$ cat config.mk
export PLATFORM = sky130hd
export DESIGN_NAME = unified_mem_arbiter
export DESIGN_NICKNAME = d
export VERILOG_FILES = /design/src/rtl/unified_mem_arbiter.sv
export SDC_FILE = /design/constraint.sdc
export NUM_CORES = 1
export LEC_CHECK = 0
export ABC_CLOCK_PERIOD_IN_PS = 1500
export BUFFER_PORTS_ARGS = -buffer_cell sky130_fd_sc_hd__buf_2
export CAP_MARGIN = 10
export CORE_AREA = 2 2 105 107
export CTS_BUF_LIST = sky130_fd_sc_hd__clkbuf_8
export DETAILED_ROUTE_END_ITERATION = 8
export DIE_AREA = 0 0 107 109
export REMOVE_ABC_BUFFERS = 1
export SLEW_MARGIN = 40
export SYNTH_ARGS = -nofsm -noshare
export SYNTH_HDL_FRONTEND = slang
export SYNTH_SLANG_ARGS = --single-unit
$ cat constraint.sdc
create_clock -name clk -period 1.5 [get_ports clk]
set_input_delay 0.075 -clock clk [delete_from_list [all_inputs] [get_ports clk]]
set_output_delay 0.075 -clock clk [all_outputs]
set_load 0.02 [all_outputs]
$ cat src/rtl/unified_mem_arbiter.sv
// unified_mem_arbiter
//
// Shares one single-port synchronous memory between the instruction-fetch port
// and the load/store port of a core. Each cycle one of the two requesters wins.
// The winning command goes straight to the memory, and the read data comes back
// to that requester one cycle later. A starvation counter makes sure fetch still
// makes progress while a long load/store burst is running.
//
// Parameters
//   AW          byte-address width of both requester ports
//   DW          data width, with byte-enable width DW/8
//   RR_MODE     0 = load/store has fixed priority, 1 = round-robin on contention
//   MAX_STARVE  number of denied fetch cycles in a row before fetch is forced to win (>=1)
//
// Ports
//   clk, rst                  rising-edge clock, synchronous active-low reset
//   if_req/if_addr            fetch request and word-aligned byte address
//   if_gnt                    fetch accepted this cycle
//   if_rvalid/if_rdata        fetch read data, one cycle after if_gnt
//   ls_req/ls_we/ls_be        load/store request, store flag, store byte enables
//   ls_addr/ls_wdata          load/store byte address and store data
//   ls_gnt                    load/store accepted this cycle
//   ls_rvalid/ls_rdata        load read data, one cycle after a load grant
//   mem_en/mem_we/mem_be      memory strobe, write enable, byte enables
//   mem_addr/mem_wdata        memory word address and write data
//   mem_rdata                 memory read data, valid the cycle after a read strobe

module unified_mem_arbiter #(
  parameter int AW         = 32,
  parameter int DW         = 32,
  parameter int RR_MODE    = 0,
  parameter int MAX_STARVE = 4
) (
  input  logic            clk,
  input  logic            rst,

  input  logic            if_req,
  input  logic [AW-1:0]   if_addr,
  output logic            if_gnt,
  output logic            if_rvalid,
  output logic [DW-1:0]   if_rdata,

  input  logic            ls_req,
  input  logic            ls_we,
  input  logic [DW/8-1:0] ls_be,
  input  logic [AW-1:0]   ls_addr,
  input  logic [DW-1:0]   ls_wdata,
  output logic            ls_gnt,
  output logic            ls_rvalid,
  output logic [DW-1:0]   ls_rdata,

  output logic            mem_en,
  output logic            mem_we,
  output logic [DW/8-1:0] mem_be,
  output logic [AW-3:0]   mem_addr,
  output logic [DW-1:0]   mem_wdata,
  input  logic [DW-1:0]   mem_rdata
);

  localparam int BW = DW / 8;
  localparam int SW = $clog2(MAX_STARVE + 1);
  localparam logic [SW-1:0] STARVE_MAX = SW'(MAX_STARVE);

  typedef enum logic [1:0] {
    OWN_NONE,
    OWN_IF,
    OWN_LS
  } own_t;

  typedef enum logic {
    WIN_IF,
    WIN_LS
  } win_t;

  own_t          rd_own;
  win_t          last_winner;
  logic [SW-1:0] starve_cnt;

  logic contend;
  logic force_if;
  logic pick_if;

  // The core guarantees word alignment, so the two low address bits are dropped.
  logic unused_addr_lsbs;
  assign unused_addr_lsbs = ^{if_addr[1:0], ls_addr[1:0]};

  // Choose the winner. When only one side requests, that side wins. On
  // contention, a saturated starvation counter overrides both priority schemes.
  always_comb begin
    contend  = if_req & ls_req;
    force_if = (starve_cnt == STARVE_MAX);
    pick_if  = if_req;
    if (contend) begin
      if (force_if) begin
        pick_if = 1'b1;
      end else if (RR_MODE != 0) begin
        pick_if = (last_winner == WIN_LS);
      end else begin
        pick_if = 1'b0;
      end
    end
  end

  // Gating with rst keeps every grant, and so every memory strobe, low while
  // reset is held.
  assign if_gnt = rst & if_req & pick_if;
  assign ls_gnt = rst & ls_req & ~pick_if;

  // Route the winning command to the memory. Reads always use full byte
  // enables. Idle cycles drive all zeros.
  always_comb begin
    mem_en    = if_gnt | ls_gnt;
    mem_we    = 1'b0;
    mem_be    = '0;
    mem_addr  = '0;
    mem_wdata = '0;
    if (ls_gnt) begin
      mem_we   = ls_we;
      mem_be   = ls_we ? ls_be : {BW{1'b1}};
      mem_addr = ls_addr[AW-1:2];
      if (ls_we) begin
        mem_wdata = ls_wdata;
      end
    end else if (if_gnt) begin
      mem_be   = {BW{1'b1}};
      mem_addr = if_addr[AW-1:2];
    end
  end

  // Arbitration state:
  // - rd_own records who owns the read data arriving next cycle.
  // - starve_cnt counts denied fetch cycles in a row. It saturates at MAX_STARVE.
  // - last_winner is the round-robin pointer. It only moves on granted cycles.
  always_ff @(posedge clk) begin
    if (!rst) begin
      rd_own      <= OWN_NONE;
      starve_cnt  <= '0;
      last_winner <= WIN_IF;
    end else begin
      if (if_gnt) begin
        rd_own <= OWN_IF;
      end else if (ls_gnt && !ls_we) begin
        rd_own <= OWN_LS;
      end else begin
        rd_own <= OWN_NONE;
      end

      if (!if_req || if_gnt) begin
        starve_cnt <= '0;
      end else if (starve_cnt != STARVE_MAX) begin
        starve_cnt <= starve_cnt + SW'(1);
      end

      if (if_gnt) begin
        last_winner <= WIN_IF;
      end else if (ls_gnt) begin
        last_winner <= WIN_LS;
      end
    end
  end

  // A read granted just before reset still has rd_own set during the reset
  // cycle. Gating with rst discards that read.
  assign if_rvalid = rst & (rd_own == OWN_IF);
  assign ls_rvalid = rst & (rd_own == OWN_LS);
  assign if_rdata  = if_rvalid ? mem_rdata : '0;
  assign ls_rdata  = ls_rvalid ? mem_rdata : '0;

endmodule
==> flow_summary.yaml, run 1 <==
power:
  finalPower_uw: 1255
  power_frac_comb_pct: 69.2
  p_leak_uw: 0.002106
  clock_power_share_pct: 19.7
  swShare_pct: 43.48
  p_switching_uw: 545.8
  sequentialPowerShare_pct: 11.1
  p_int_uw: 709.7
  worst_ir_drop_vdd_v: 0.0001948
  power_density_nw_per_um2: 310.2
global_route:
  grt_use_total_pct: 12.70
  grt_remaining_overflow: 0
  grt_first_pass_wirelength_mm: 12.23
  antenna_found_initial: 0
  grt_pass1_vias: 2533
  grt_max_degree: 39
worst_setup_path:
  cp_data_required_time_ps: 1420
  r2r-start: "starve_cnt[0]"
  critical_path_class: "reg2out"
  r2r_setup_slack_ps: 220
  cp_max_fo: 6
  crit_path_start_kind: "register"
  cp-end-kind: "output pin"
  rr_endpoint: "starve_cnt[2]"
  arrival_ps: 1510
  r2r_cells: 4
logic_synthesis:
  synth_adder_area_share_pct: 1.297
  yosysSeqAreaShare_pct: 5.188
  ys_seq_elements: 5
  yosysMostFrequentCell: "and2_1"
  synth_cells: 293
  synth_largest_area_cell: "and2_1"
  yosysTopAreaCellShare_pct: 20.75
  ys_warn_count: 0
  synth_cell_types: 26
  synthXorXnorAreaFrac_pct: 0
  avgSynthCellArea_um2: 6.585
  synth_top_family_by_area: "simple AND/OR/NAND/NOR gates"
  synthesis.area_um2: 1929
  synthTopCellsByArea: "and2_1 (21%), nand3_1 (16%), nor3_2 (15%), o22ai_1 (7.5%), nand2_1 (6.6%)"
  synthTopCellsByCount: "and2_1 (64), nand3_1 (61), nand2_1 (34)"
  synth_edf_count: 0
  yosys.area_share.simple_pct: 64.66
  synth_compound_area_share_pct: 15.82
  async_reset_ff_share_pct: 0
  synthFlopType: "dfxtp_1"
  synth_mux_area_share_pct: 0
floorplanning:
  die-width_um: 107
  die_area_um2: 11660
  start_util_pct: 18.20
  num_rows: 38
  core_um2: 10600
  ios: 273
  die_h_um: 109
worst_hold_path:
  hp-start: "ls_req"
  holdPathStages: 3
  hold_path.class: "in2reg"
  hold_end: "starve_cnt[2]"
cts:
  cts_tree: "done"
  clock_latency_ps: 220
  clock-root-buffer: "clkbuf_8"
  clock_path_buffers: 2
  clock_sinks: 5
  cts_buffers: 3
  hold_buffers: 0
  clk_pin_slew_ps: 40
  h-tree-depth: 1
timing:
  relSlewSlack_pct: 60.30
  skew_ps: 3.105
  rsz0062_at_grt: "true"
  tns_ps: -2373
  worstMarginPinSlew_ps: 595.5
  setup_viol_count_final: 47
  post-route-period-util_pct: 105.9
  layout_setup_ws_ps: -88.58
  final-max-slew-violation-count: 0
  hold_violations: 0
  holdWs_ps: 128.7
  fin_crit_ps: 1589
  max_freq_mhz: 629.5
layout:
  final_area_um2: 4048
  area_growth_pct: 109.8
  drive_above_1_share_pct: 64.56
  fin_nets: 693
  final_cells: 693
  diodes: 0
status:
  status: "finished, violations left"
  failed_checks: "setup timing"
drt:
  vias_per_cell: 4.534
  post_drt_wl_per_cell_um: 13.34
  drc: 0
  vias: 3142
  drt_pass1_iterations: 6
  antenna_left: 0
  wl_mm: 9.246
  drtIter0Drc: 157
placement:
  post_dp_cell_area_um2: 3428
  port-buffer-count: 268
  gp_congestion: 0.7601
  place_inst: 681
  dp_hpwl_mm: 7.052
flow_run:
  max_cap_violations: 0
## cell usage in the layout (no fill, tap or decap), types with 2 or more instances in the layout
cell	Yosys	final
clkbuf_16	0	3
and3b_1	2	2
nor2_1	3	3
and2_1	64	64
o22ai_1	23	18
nand3_1	61	61
inv_2	0	2
dfxtp_2	0	2
nor3_4	0	15
buf_4	4	35
nor3_2	29	17
nand2_1	34	33
nor2b_1	4	4
clkbuf_8	0	3
dfxtp_1	5	3
and3_4	1	2
o22ai_2	10	15
buf_2	15	216
buf_6	8	33
buf_12	0	8
## kinds of logic (layout without fill, tap and decap cells)
family          count (synthesis)  in the layout
simple gates                  207            208
fa+ha+maj                       2              2
buf+inv                        42            301
compound gates                 37             37
flops                           5              5
## flip-flops by register name, summed over array words and instances, names as in the netlist
name	cells
starve_cnt	3
rd_own	2
## per-stage QoR
step	util, %	worst slack [ps]
after floorplan	-	-1386
after global placement	32.33	11.99
after detailed placement	32.33	-23.45
after CTS	34.45	-112.0
after global routing	38.18	-128.4
final	38.18	-88.58
## metal layers
layer | GRT usage [%] | up-vias | part of all wire, %
met5 | 0 | - | 0
met4 | 1.577 | 0 | 0.94
met3 | 2.032 | 8 | 7.5
met2 | 24.84 | 167 | 54
met1 | 14.85 | 1432 | 37
li1 | - | 1535 | -
## worst max path at each step
stage	start	endpoint	slack [ps]	cells after the start
2_1_floorplan	starve_cnt[0]	mem_addr[19]	-1390	4
3_3_place_gp	starve_cnt[0]	mem_addr[25]	10	6
4_1_cts	starve_cnt[0]	mem_addr[28]	-110	6
5_1_grt	starve_cnt[1]	mem_addr[12]	-130	6
6_report	starve_cnt[1]	mem_addr[26]	-90	6
3_5_place_dp	starve_cnt[0]	mem_we	-20	6
## what timing repair did
item,4_1_cts,5_1_grt
buffers inserted,2,1
endpoints found under the setup margin,69,68
resized for setup,43,80
cloned,1,5
pin swaps,7,18
## layout make-up
type,instances,area (um2)
Clock buffer,3,41.29
Timing Repair Buffer,295,1951
Tap cell,140,175.2
Sequential cell,5,102.6
Inverter,2,7.507
Fill cell,1095,6555
Clock inverter,1,3.754
Multi-Input combinational cell,247,1767
## critical path, cell delays in order (launching register included)
cell,delay [ps]
dfxtp_2,320
inv_2,60
ha_4,160
and3_4,310
clkbuf_16,190
o22ai_1,80
buf_2,160
## power groups by stage
| stage | logic [uW] | clock network [uW] | registers (uW) |
|---|---|---|---|
| global placement | 751 | 0 | 141 |
| CTS | 793 | 253 | 139 |
| global route | 935 | 261 | 140 |
| floorplan | 351 | 0 | 141 |
| detailed placement | 765 | 0 | 141 |
| finish | 868 | 248 | 139 |
Note: power is estimated with default switching activity, not from simulation.
==> inputs of run 2 (changes only) <==
--- a/config.mk
+++ b/config.mk
@@ -5,13 +5,14 @@
 export SDC_FILE = /design/constraint.sdc
 export NUM_CORES = 1
 export LEC_CHECK = 0
+export ABC_AREA = 1
 export ABC_CLOCK_PERIOD_IN_PS = 1500
 export BUFFER_PORTS_ARGS = -buffer_cell sky130_fd_sc_hd__buf_2
 export CAP_MARGIN = 10
-export CORE_AREA = 2 2 105 107
+export CORE_AREA = 2 2 107 109
 export CTS_BUF_LIST = sky130_fd_sc_hd__clkbuf_8
 export DETAILED_ROUTE_END_ITERATION = 8
-export DIE_AREA = 0 0 107 109
+export DIE_AREA = 0 0 109 111
 export REMOVE_ABC_BUFFERS = 1
 export SLEW_MARGIN = 40
 export SYNTH_ARGS = -nofsm -noshare
==> flow_summary.yaml, run 2 <==
global_route:
  grt_pass1_vias: 2439
  grt_remaining_overflow: 0
  grt_first_pass_wirelength_mm: 11.35
  antenna_found_initial: 0
  grt_max_degree: 27
  grt_use_total_pct: 11.64
layout:
  area_growth_pct: 125.5
  reg.largest.list: "starve_cnt: 3 flops, rd_own: 2 flops"
  drive_above_1_share_pct: 54.41
  largest_reg_flops: 3
  diodes: 0
  final_cells: 744
  final_area_um2: 3552
  final_common_cell: "buf_2"
  top_register: "starve_cnt"
  fin_nets: 741
  most-common-layout-cells: "buf_2 (222), nor2_1 (101), nand2_1 (66), nand3_1 (55), inv_1 (47)"
logic_synthesis:
  synth_edf_count: 0
  yosysMostFrequentCell: "nor2_1"
  ys_seq_elements: 5
  ys_warn_count: 0
  synth_largest_area_cell: "nor2_1"
  yosysTopAreaCellShare_pct: 24.31
  avgSynthCellArea_um2: 4.745
  yosysSeqAreaShare_pct: 6.354
  synth_cell_types: 18
  synthFlopType: "dfxtp_1"
  async_reset_ff_share_pct: 0
  synthesis.area_um2: 1575
  synthTopCellsByCount: "nor2_1 (102), nand2_1 (77), nand3_1 (63)"
  synth_cells: 332
  synthTopCellsByArea: "nor2_1 (24%), nand3_1 (20%), nand2_1 (18%), inv_1 (11%), dfxtp_1 (6.4%)"
cts:
  clock_latency_ps: 220
  cts_tree: "done"
  clock-root-buffer: "clkbuf_8"
  hold_buffers: 0
  cts_buffers: 3
  clock_path_buffers: 2
  clk_pin_slew_ps: 40
  clock_sinks: 5
  h-tree-depth: 1
timing:
  skew_ps: 3.332
  layout_setup_ws_ps: -19.77
  rsz0062_at_grt: "true"
  final-max-slew-violation-count: 0
  max_freq_mhz: 658.0
  worstMarginPinSlew_ps: 282.8
  relSlewSlack_pct: 81.14
  hold_violations: 0
  post-route-period-util_pct: 101.3
  fin_crit_ps: 1520
  setup_viol_count_final: 8
  holdWs_ps: 231.7
worst_setup_path:
  critPathMaxStageDelay_ps: 330
  critPathSlowestCell: "dfxtp_2"
  r2r_cells: 7
  cp_data_required_time_ps: 1420
  critical_path_class: "reg2out"
  r2r-start: "starve_cnt[0]"
  cp-end-kind: "output pin"
  startpoint: "starve_cnt[0]"
  arrival_ps: 1440
  worstSetupEndpoint: "mem_addr[16]"
  r2r_setup_slack_ps: 300
  crit_path_start_kind: "register"
  cp_max_fo: 7
  rr_endpoint: "starve_cnt[1]"
  path_cells: "inv_2 > ha_4 > nand2_4 > nand2_8 > buf_12 > buf_16 > nand3_2 > nand2_2 > buf_6"
status:
  status: "finished, violations left"
  failed_checks: "setup timing"
drt:
  vias: 2981
  vias_per_cell: 4.007
  post_drt_wl_per_cell_um: 10.83
  drc: 0
  antenna_left: 0
  drtIter0Drc: 125
  drt_pass1_iterations: 4
  wl_mm: 8.060
floorplanning:
  die_area_um2: 12100
  die-width_um: 109
  ios: 273
  core_um2: 11080
  num_rows: 39
  start_util_pct: 14.22
  die_h_um: 111
power:
  power_density_nw_per_um2: 339.6
  worst_ir_drop_vdd_v: 0.0001758
  p_leak_uw: 0.002370
flow_run:
  max_cap_violations: 0
placement:
  dp_hpwl_mm: 6.173
  post_dp_cell_area_um2: 3063
  gp_congestion: 0.7666
  place_inst: 732
  port-buffer-count: 268
worst_hold_path:
  hold_path.class: "in2reg"
==> run 2: changes by cell type after synthesis, moves of 4 or more <==
cell,previous run,this run
nand2_1,34,77
clkbuf_1,13,1
nand3_2,0,4
and2_1,64,0
o22ai_1,23,0
o22ai_2,10,0
nor3_2,29,0
nor3_1,4,0
nor2_1,3,102
inv_1,2,48
nor2b_1,4,0
==> run 2: cells by family after synthesis <==
group / Yosys count / share of synthesized area (%)
buffers and inverters: 74 / 23.67
adder cells (fa/ha/maj): 2 / 1.588
XOR/XNOR: 1 / 0.5561
flip-flops: 5 / 6.355
AND/OR/NAND/NOR: 250 / 67.83
==> run 2: area by class of cell <==
cell class,count,area (um2)
clock buffer,3,41.29
fill,1236,7525
inverter,49,185.2
tap,143,178.9
clock inverter,1,3.754
timing repair buffer,290,1824
sequential,5,102.6
multi-input combinational,253,1216
==> run 2: power by group <==
group	leakage, uW	total (uW)	internal (uW)	switching, uW
logic	0.00230	828	377	451
registers	0.0000417	140	138	1.96
clock network	0.0000269	239	175	63.5
==> run 2: what timing repair did <==
item,CTS,global route
gates resized for setup,73,41
gates cloned,2,0
buffers inserted,5,3
pin swaps,2,12
setup endpoints to repair,68,66
==> run 2: how the worst min path moves through the flow <==
| stage | startpoint | endpoint | slack (ps) | depth (start not counted) |
|---|---|---|---|---|
| 2_1_floorplan | ls_we | rd_own[1] | 150 | 1 |
| 3_3_place_gp | starve_cnt[0] | starve_cnt[0] | 430 | 1 |
| 3_5_place_dp | ls_req | starve_cnt[2] | 430 | 3 |
| 4_1_cts | ls_req | starve_cnt[0] | 200 | 3 |
| 5_1_grt | ls_req | starve_cnt[0] | 260 | 3 |
| 6_report | ls_req | starve_cnt[0] | 230 | 3 |
==> run 2: stage by stage <==
| step | total power, uW | setup slack, ps | TNS (ps) | util, % |
|---|---|---|---|---|
| floorplan | 476.6 | -20.58 | -679.2 | - |
| global placement | 842.3 | 100.4 | 0 | 27.65 |
| detailed placement | 843.1 | 75.16 | 0 | 27.65 |
| CTS | 1193 | -33.20 | -496.8 | 30.95 |
| global route | 1293 | -78.64 | -2740 | 32.07 |
| finish | 1206 | -19.77 | -126.6 | 32.07 |
==> run 2: routing by layer <==
layer  global-route usage, %  part of all wire, %
met5                       0                    0
met4                   3.590                  1.3
met3                   1.293                  9.4
met2                   21.82                   50
met1                   13.43                   39
==> run 2: worst max-delay path, delay by kind of cell, from the launching register on <==
family	cells	cell delay (ps)
fa+ha+maj	1	170
simple gates	4	280
buf+inv	4	450
flops	1	330
